### config.mk
export PLATFORM = sky130hd
export DESIGN_NAME = risc32_pc_gen
export DESIGN_NICKNAME = d
export VERILOG_FILES = /design/src/rtl/risc32_pc_gen.sv
export SDC_FILE = /design/constraint.sdc
export NUM_CORES = 1
export LEC_CHECK = 0
export BUFFER_PORTS_ARGS = -buffer_cell sky130_fd_sc_hd__buf_2
export CORE_MARGIN = 4
export CORE_UTILIZATION = 58
export DETAILED_ROUTE_END_ITERATION = 10
export GPL_TIMING_DRIVEN = 0
export PLACE_DENSITY = 0.86
export SETUP_SLACK_MARGIN = 0.02
export SYNTH_ARGS = -nofsm -noshare
export SYNTH_HDL_FRONTEND = slang
export SYNTH_SLANG_ARGS = --single-unit
### constraint.sdc
create_clock -name clk -period 4 [get_ports clk]
set_input_delay 0.6 -clock clk [delete_from_list [all_inputs] [get_ports clk]]
set_output_delay 0.6 -clock clk [all_outputs]
set_load 0.1 [all_outputs]
### src/rtl/risc32_pc_gen.sv
// rtl/risc32_pc_gen.sv - RISC32 fetch program-counter generator with boot delay and pending redirects
module risc32_pc_gen #(
  parameter int unsigned       ADDR_W       = 32,
  parameter logic [ADDR_W-1:0] RESET_VECTOR = '0,
  parameter int unsigned       INST_BYTES   = 4,
  parameter int unsigned       BOOT_CYCLES  = 1,
  parameter int unsigned       STALL_W      = 6
) (
  input  logic              clk,
  input  logic              rst,
  input  logic [STALL_W-1:0] stall,
  input  logic              flush_i,
  input  logic [ADDR_W-1:0] flush_pc_i,
  input  logic              branch_flag_i,
  input  logic [ADDR_W-1:0] branch_target_i,
  output logic [ADDR_W-1:0] pc_o,
  output logic              ce_o,
  output logic              pc_valid_o,
  output logic              redirect_pending_o,
  output logic              align_err_o
);

  // Low address bits that must be zero for an instruction-aligned target.
  localparam logic [ADDR_W-1:0] ALIGN_MASK = ADDR_W'(INST_BYTES - 1);
  localparam logic [ADDR_W-1:0] PC_INC     = ADDR_W'(INST_BYTES);
  localparam logic [ADDR_W-1:0] RV_ALIGNED = RESET_VECTOR & ~ALIGN_MASK;
  localparam int unsigned       CNT_W      = $clog2(BOOT_CYCLES + 1);
  localparam logic [CNT_W-1:0]  BOOT_LAST  = CNT_W'(BOOT_CYCLES - 1);

  typedef enum logic {
    ST_BOOT = 1'b0,
    ST_RUN  = 1'b1
  } state_t;

  state_t             state_q, state_d;
  logic [CNT_W-1:0]   boot_cnt_q, boot_cnt_d;
  logic [ADDR_W-1:0]  pc_q, pc_d;
  logic               pend_valid_q, pend_valid_d;
  logic               pend_flush_q, pend_flush_d;
  logic [ADDR_W-1:0]  pend_tgt_q, pend_tgt_d;
  logic               align_err_q, align_err_d;
  logic               take_redirect;
  logic [ADDR_W-1:0]  redirect_tgt;
  logic               fetch_stall;

  // Only the fetch stall bit matters here; the rest of the vector is deliberately ignored.
  logic unused_stall;
  assign unused_stall = ^stall;
  assign fetch_stall  = stall[0];

  // State, boot counter, PC and pending-redirect registers; rst forces everything back to boot.
  always_ff @(posedge clk or posedge rst) begin
    if (rst) begin
      state_q      <= ST_BOOT;
      boot_cnt_q   <= '0;
      pc_q         <= RV_ALIGNED;
      pend_valid_q <= 1'b0;
      pend_flush_q <= 1'b0;
      pend_tgt_q   <= '0;
      align_err_q  <= 1'b0;
    end else begin
      state_q      <= state_d;
      boot_cnt_q   <= boot_cnt_d;
      pc_q         <= pc_d;
      pend_valid_q <= pend_valid_d;
      pend_flush_q <= pend_flush_d;
      pend_tgt_q   <= pend_tgt_d;
      align_err_q  <= align_err_d;
    end
  end

  // Next-state logic: boot countdown, redirect priority when running, redirect capture while stalled.
  always_comb begin
    state_d       = state_q;
    boot_cnt_d    = boot_cnt_q;
    pc_d          = pc_q;
    pend_valid_d  = pend_valid_q;
    pend_flush_d  = pend_flush_q;
    pend_tgt_d    = pend_tgt_q;
    align_err_d   = 1'b0;
    take_redirect = 1'b0;
    redirect_tgt  = '0;

    case (state_q)
      ST_BOOT: begin
        boot_cnt_d   = boot_cnt_q + CNT_W'(1);
        pc_d         = RV_ALIGNED;
        pend_valid_d = 1'b0;
        pend_flush_d = 1'b0;
        pend_tgt_d   = '0;
        if (boot_cnt_q == BOOT_LAST) begin
          state_d = ST_RUN;
        end
      end
      ST_RUN: begin
        if (!fetch_stall) begin
          pend_valid_d = 1'b0;
          pend_flush_d = 1'b0;
          if (flush_i) begin
            take_redirect = 1'b1;
            redirect_tgt  = flush_pc_i;
          end else if (pend_valid_q && pend_flush_q) begin
            take_redirect = 1'b1;
            redirect_tgt  = pend_tgt_q;
          end else if (branch_flag_i) begin
            take_redirect = 1'b1;
            redirect_tgt  = branch_target_i;
          end else if (pend_valid_q) begin
            take_redirect = 1'b1;
            redirect_tgt  = pend_tgt_q;
          end
          if (take_redirect) begin
            pc_d        = redirect_tgt & ~ALIGN_MASK;
            align_err_d = |(redirect_tgt & ALIGN_MASK);
          end else begin
            pc_d = pc_q + PC_INC;
          end
        end else begin
          // A flush always wins the pending slot; a branch never displaces a pending flush.
          if (flush_i) begin
            pend_valid_d = 1'b1;
            pend_flush_d = 1'b1;
            pend_tgt_d   = flush_pc_i;
          end else if (branch_flag_i && !(pend_valid_q && pend_flush_q)) begin
            pend_valid_d = 1'b1;
            pend_flush_d = 1'b0;
            pend_tgt_d   = branch_target_i;
          end
        end
      end
      default: begin
        state_d = ST_BOOT;
      end
    endcase
  end

  assign pc_o               = pc_q;
  assign ce_o               = (state_q == ST_RUN);
  assign pc_valid_o         = ce_o & ~fetch_stall;
  assign redirect_pending_o = pend_valid_q;
  assign align_err_o        = align_err_q;

endmodule

==> metrics.md <==
| Metric | Value |
|---|---|
| CTS Hold Bufs | `0` |
| Pwr/cell area | `429.3 nW/um^2` |
| Reg2Reg Launch Point | `ce_o$_DFF_PP0_` |
| Maximum VDD drop | `0.0002179 V` |
| CTS Buf Count | `9` |
| FF-to-FF setup slack | `1400 ps` |
| Antenna viol nets, final | `0` |
| Drc violations | `0` |
| Synth area leaders | `dfrtp_1 39%, nand2_1 8.3%, o21ai_0 7.3%, a21oi_1 4.1%, a21boi_0 2.8%` |
| Clock Path Buffers | `2` |
| Ys flop type | `dfrtp_1` |
| Max-slew violations | `0` |
| Min Hold Slack | `411.1 ps` |
| Fin crit share | `85.33%` |
| Die ar. | `8849 sq um` |
| Total number of vias | `5020` |
| Mux cell area share after synthesis | `2.330%` |
| Clk_skew | `6.952 ps` |
| Post-synthesis compound-gate area fraction | `32.50%` |
| First-pass GRT wire length | `24.13 mm` |
| Post-synthesis sequential area ratio | `39.02%` |
| Clk_lat worst skew | `350 ps` |
| TritonRoute pass-1 iters | `6` |
| Cells after Synth | `531` |
| Post-CTS Setup Inserts | `0` |
| Initial Util | `59.56%` |
| CP startpoint kind | `input pin` |
| Worst path required time | `3400 ps` |
| Core ar. | `7214 sq um` |
| Share of the synthesized area in the top cell type | `39.02%` |
| Largest net degree at the start of global routing | `68` |
| Cell with the most instances after synthesis | `nand2_1` |
| Post-Syn Area | `4297 sq um` |
| # setup viols final | `0` |
| Leak pwr | `2.278 nW` |
| Clock slew at reported path FFs | `80 ps` |
| Post-synth top cells | `95 x nand2_1, 67 x dfrtp_1, 63 x o21ai_0` |
| Root buffer cell | `clkbuf_8` |
| Critical Path End Type | `primary output` |
| Least-Margin Pin Slew | `1041 ps` |
| WL final | `15.57 mm` |
| RSZ-0062 raised after global routing | `no` |
| Max FO, Critical Path | `10` |
| Post-Synth XOR/XNOR Area | `0.2038%` |
| Grt ovf | `0` |
| Simple-Gate Fraction of Synth Area | `19.63%` |
| CTS tree | `built` |
| TNS Setup | `0 ps` |
| Async SR Flop Fraction | `100.0%` |
| Fmax | `293.0 MHz` |
| Layout cell share with drive strength beyond 1 | `21.30%` |
| Post-synth EDFFs | `0` |
| Place WS | `751.8 ps` |
| Htree depth | `3` |
| Depth of the worst register-to-register path | `7` |
| Vias in the first global route | `4714` |
| Yosys Warn Count | `0` |
| Syn_area_per_cell | `8.092 sq um` |
| Cell taking the most area after synthesis | `dfrtp_1` |
| Max-cap violations | `0` |
| Post-layout net count | `718` |
| Area grow syn2layout | `18.87%` |
| Chip height | `94.07 um` |
| Resized cells post-CTS | `0` |
| Worst r2r dst | `pend_tgt_q[1]$_DFFE_PP0P_` |
| Synth unique cells | `62` |
| Headroom to the max-slew limit | `30.05%` |
| Post-DP HPWL | `10.90 mm` |
| Tmin final | `3413 ps` |
| Antenna fix cells | `0` |
| Initial antenna violation count | `0` |
| Die width | `94.07 um` |
| PortBufs | `100` |
| Num Clock Sinks | `67` |
| Fin. Hold Viols | `0` |
| Final worst slack | `586.8 ps` |
| Via density | `6.720` |
| Post-synthesis sequential element count | `67` |
| Worst EP arrival | `2810 ps` |
| Row count | `31` |
| Tightest Hold Check Type | `input pin to asynchronous set/reset pin` |
| # IOs | `110` |
| GPL Wtd Cong | `0.9406` |
| GRT Util Overall | `35.42%` |
| Layout fillers | `617` |
| Main combinational cell family by area after synthesis | `compound AO/OA/AOI/OAI gates` |
| Synth Area in Adders | `0.2912%` |
| Routed len/inst | `20.84 um` |
| CP Class | `input pin to primary output` |
| Initial DRC Count | `644` |
| Status | `complete, no violations` |
power by group:
part	switching, mW	internal (mW)	total, mW	leakage [nW]
registers	0.0948	0.768	0.863	0.814
clock network	0.277	0.257	0.534	0.0884
logic	0.615	0.181	0.796	1.38
layer usage:
layer | global-route usage [%] | up-vias | share of wire, %
li1 | - | 2209 | -
met1 | 48.38 | 2318 | 38
met2 | 54.05 | 432 | 46
met3 | 8.173 | 61 | 13
met4 | 14.80 | 0 | 3.3
met5 | 0 | - | 0
per-stage QoR:
step / cells / cell area (sq um) / util (%) / total power, mW
global placement: 731 / 4925 / 68.26 / 1.634
detailed placement: 731 / 4927 / 68.30 / 1.652
floorplan: 532 / 4300 / - / 1.453
CTS: 747 / 5107 / 70.79 / 2.172
global route: 747 / 5107 / 70.79 / 2.272
finish: 747 / 5107 / 70.79 / 2.193
critical path, stage by stage:
cell	delay, ps
clkbuf_1	260
clkinv_1	340
nand2_1	360
clkbuf_1	570
inv_1	300
buf_2	370
final cells by class:
cell class              instances  area [sq um]  area share [%]
well taps                      99         123.9           2.425
repair buffers                100         500.5           9.799
inverters                      21         81.33           1.592
plain buffers                  43         176.4           3.454
multi-input cells             401          2369           46.37
flip-flops and latches         67          1677           32.83
clock inverters                 4         25.02          0.4900
clock buffers                  12         155.1           3.038
placed cells by master, fill, tap and decap left out, types with 4 or more instances in the layout:
master    count
a21boi_0     16
a21oi_1      35
a221o_1       6
a221oi_1      6
a22oi_1       4
a31oi_1       6
a32oi_1       9
and3_1       10
buf_1         4
buf_2       105
clkbuf_1     32
clkbuf_8     11
dfrtp_1      67
inv_1        17
mux2i_1      10
nand2_1      95
nand3_1      17
nand4_1       7
nor2_1       16
nor3_1        9
nor4_1        4
o21a_1        4
o21ai_0      63
o221a_2       5
o221ai_1      7
o31ai_1      15
o32ai_1       4
kinds of logic after synthesis:
kind of cell,after synthesis
DFF,67
xor gates and xnor gates,1
muxes,10
and+or+nand+nor,179
buffers and inverters,64
other,1
AOI/OAI and AO/OA,208
adders and majority gates,1
sequential cells by signal (all words and copies together), names as in the netlist:
register	flops
pend_tgt_q	32
pc_o	30
align_err_o	1
boot_cnt_q	1
ce_o	1
pend_flush_q	1
redirect_pending_o	1
how the worst max path moves through the flow:
stage,slack [ps],cells after the start,from,to
global placement,710,6,stall[0],pc_valid_o
floorplan,1120,4,ce_o$_DFF_PP0_,pc_valid_o
CTS,740,6,stall[0],pc_valid_o
global route,570,6,stall[0],pc_valid_o
finish,590,6,stall[0],pc_valid_o
detailed placement,750,6,stall[0],pc_valid_o
No activity file was read; power rests on OpenSTA's default activity.
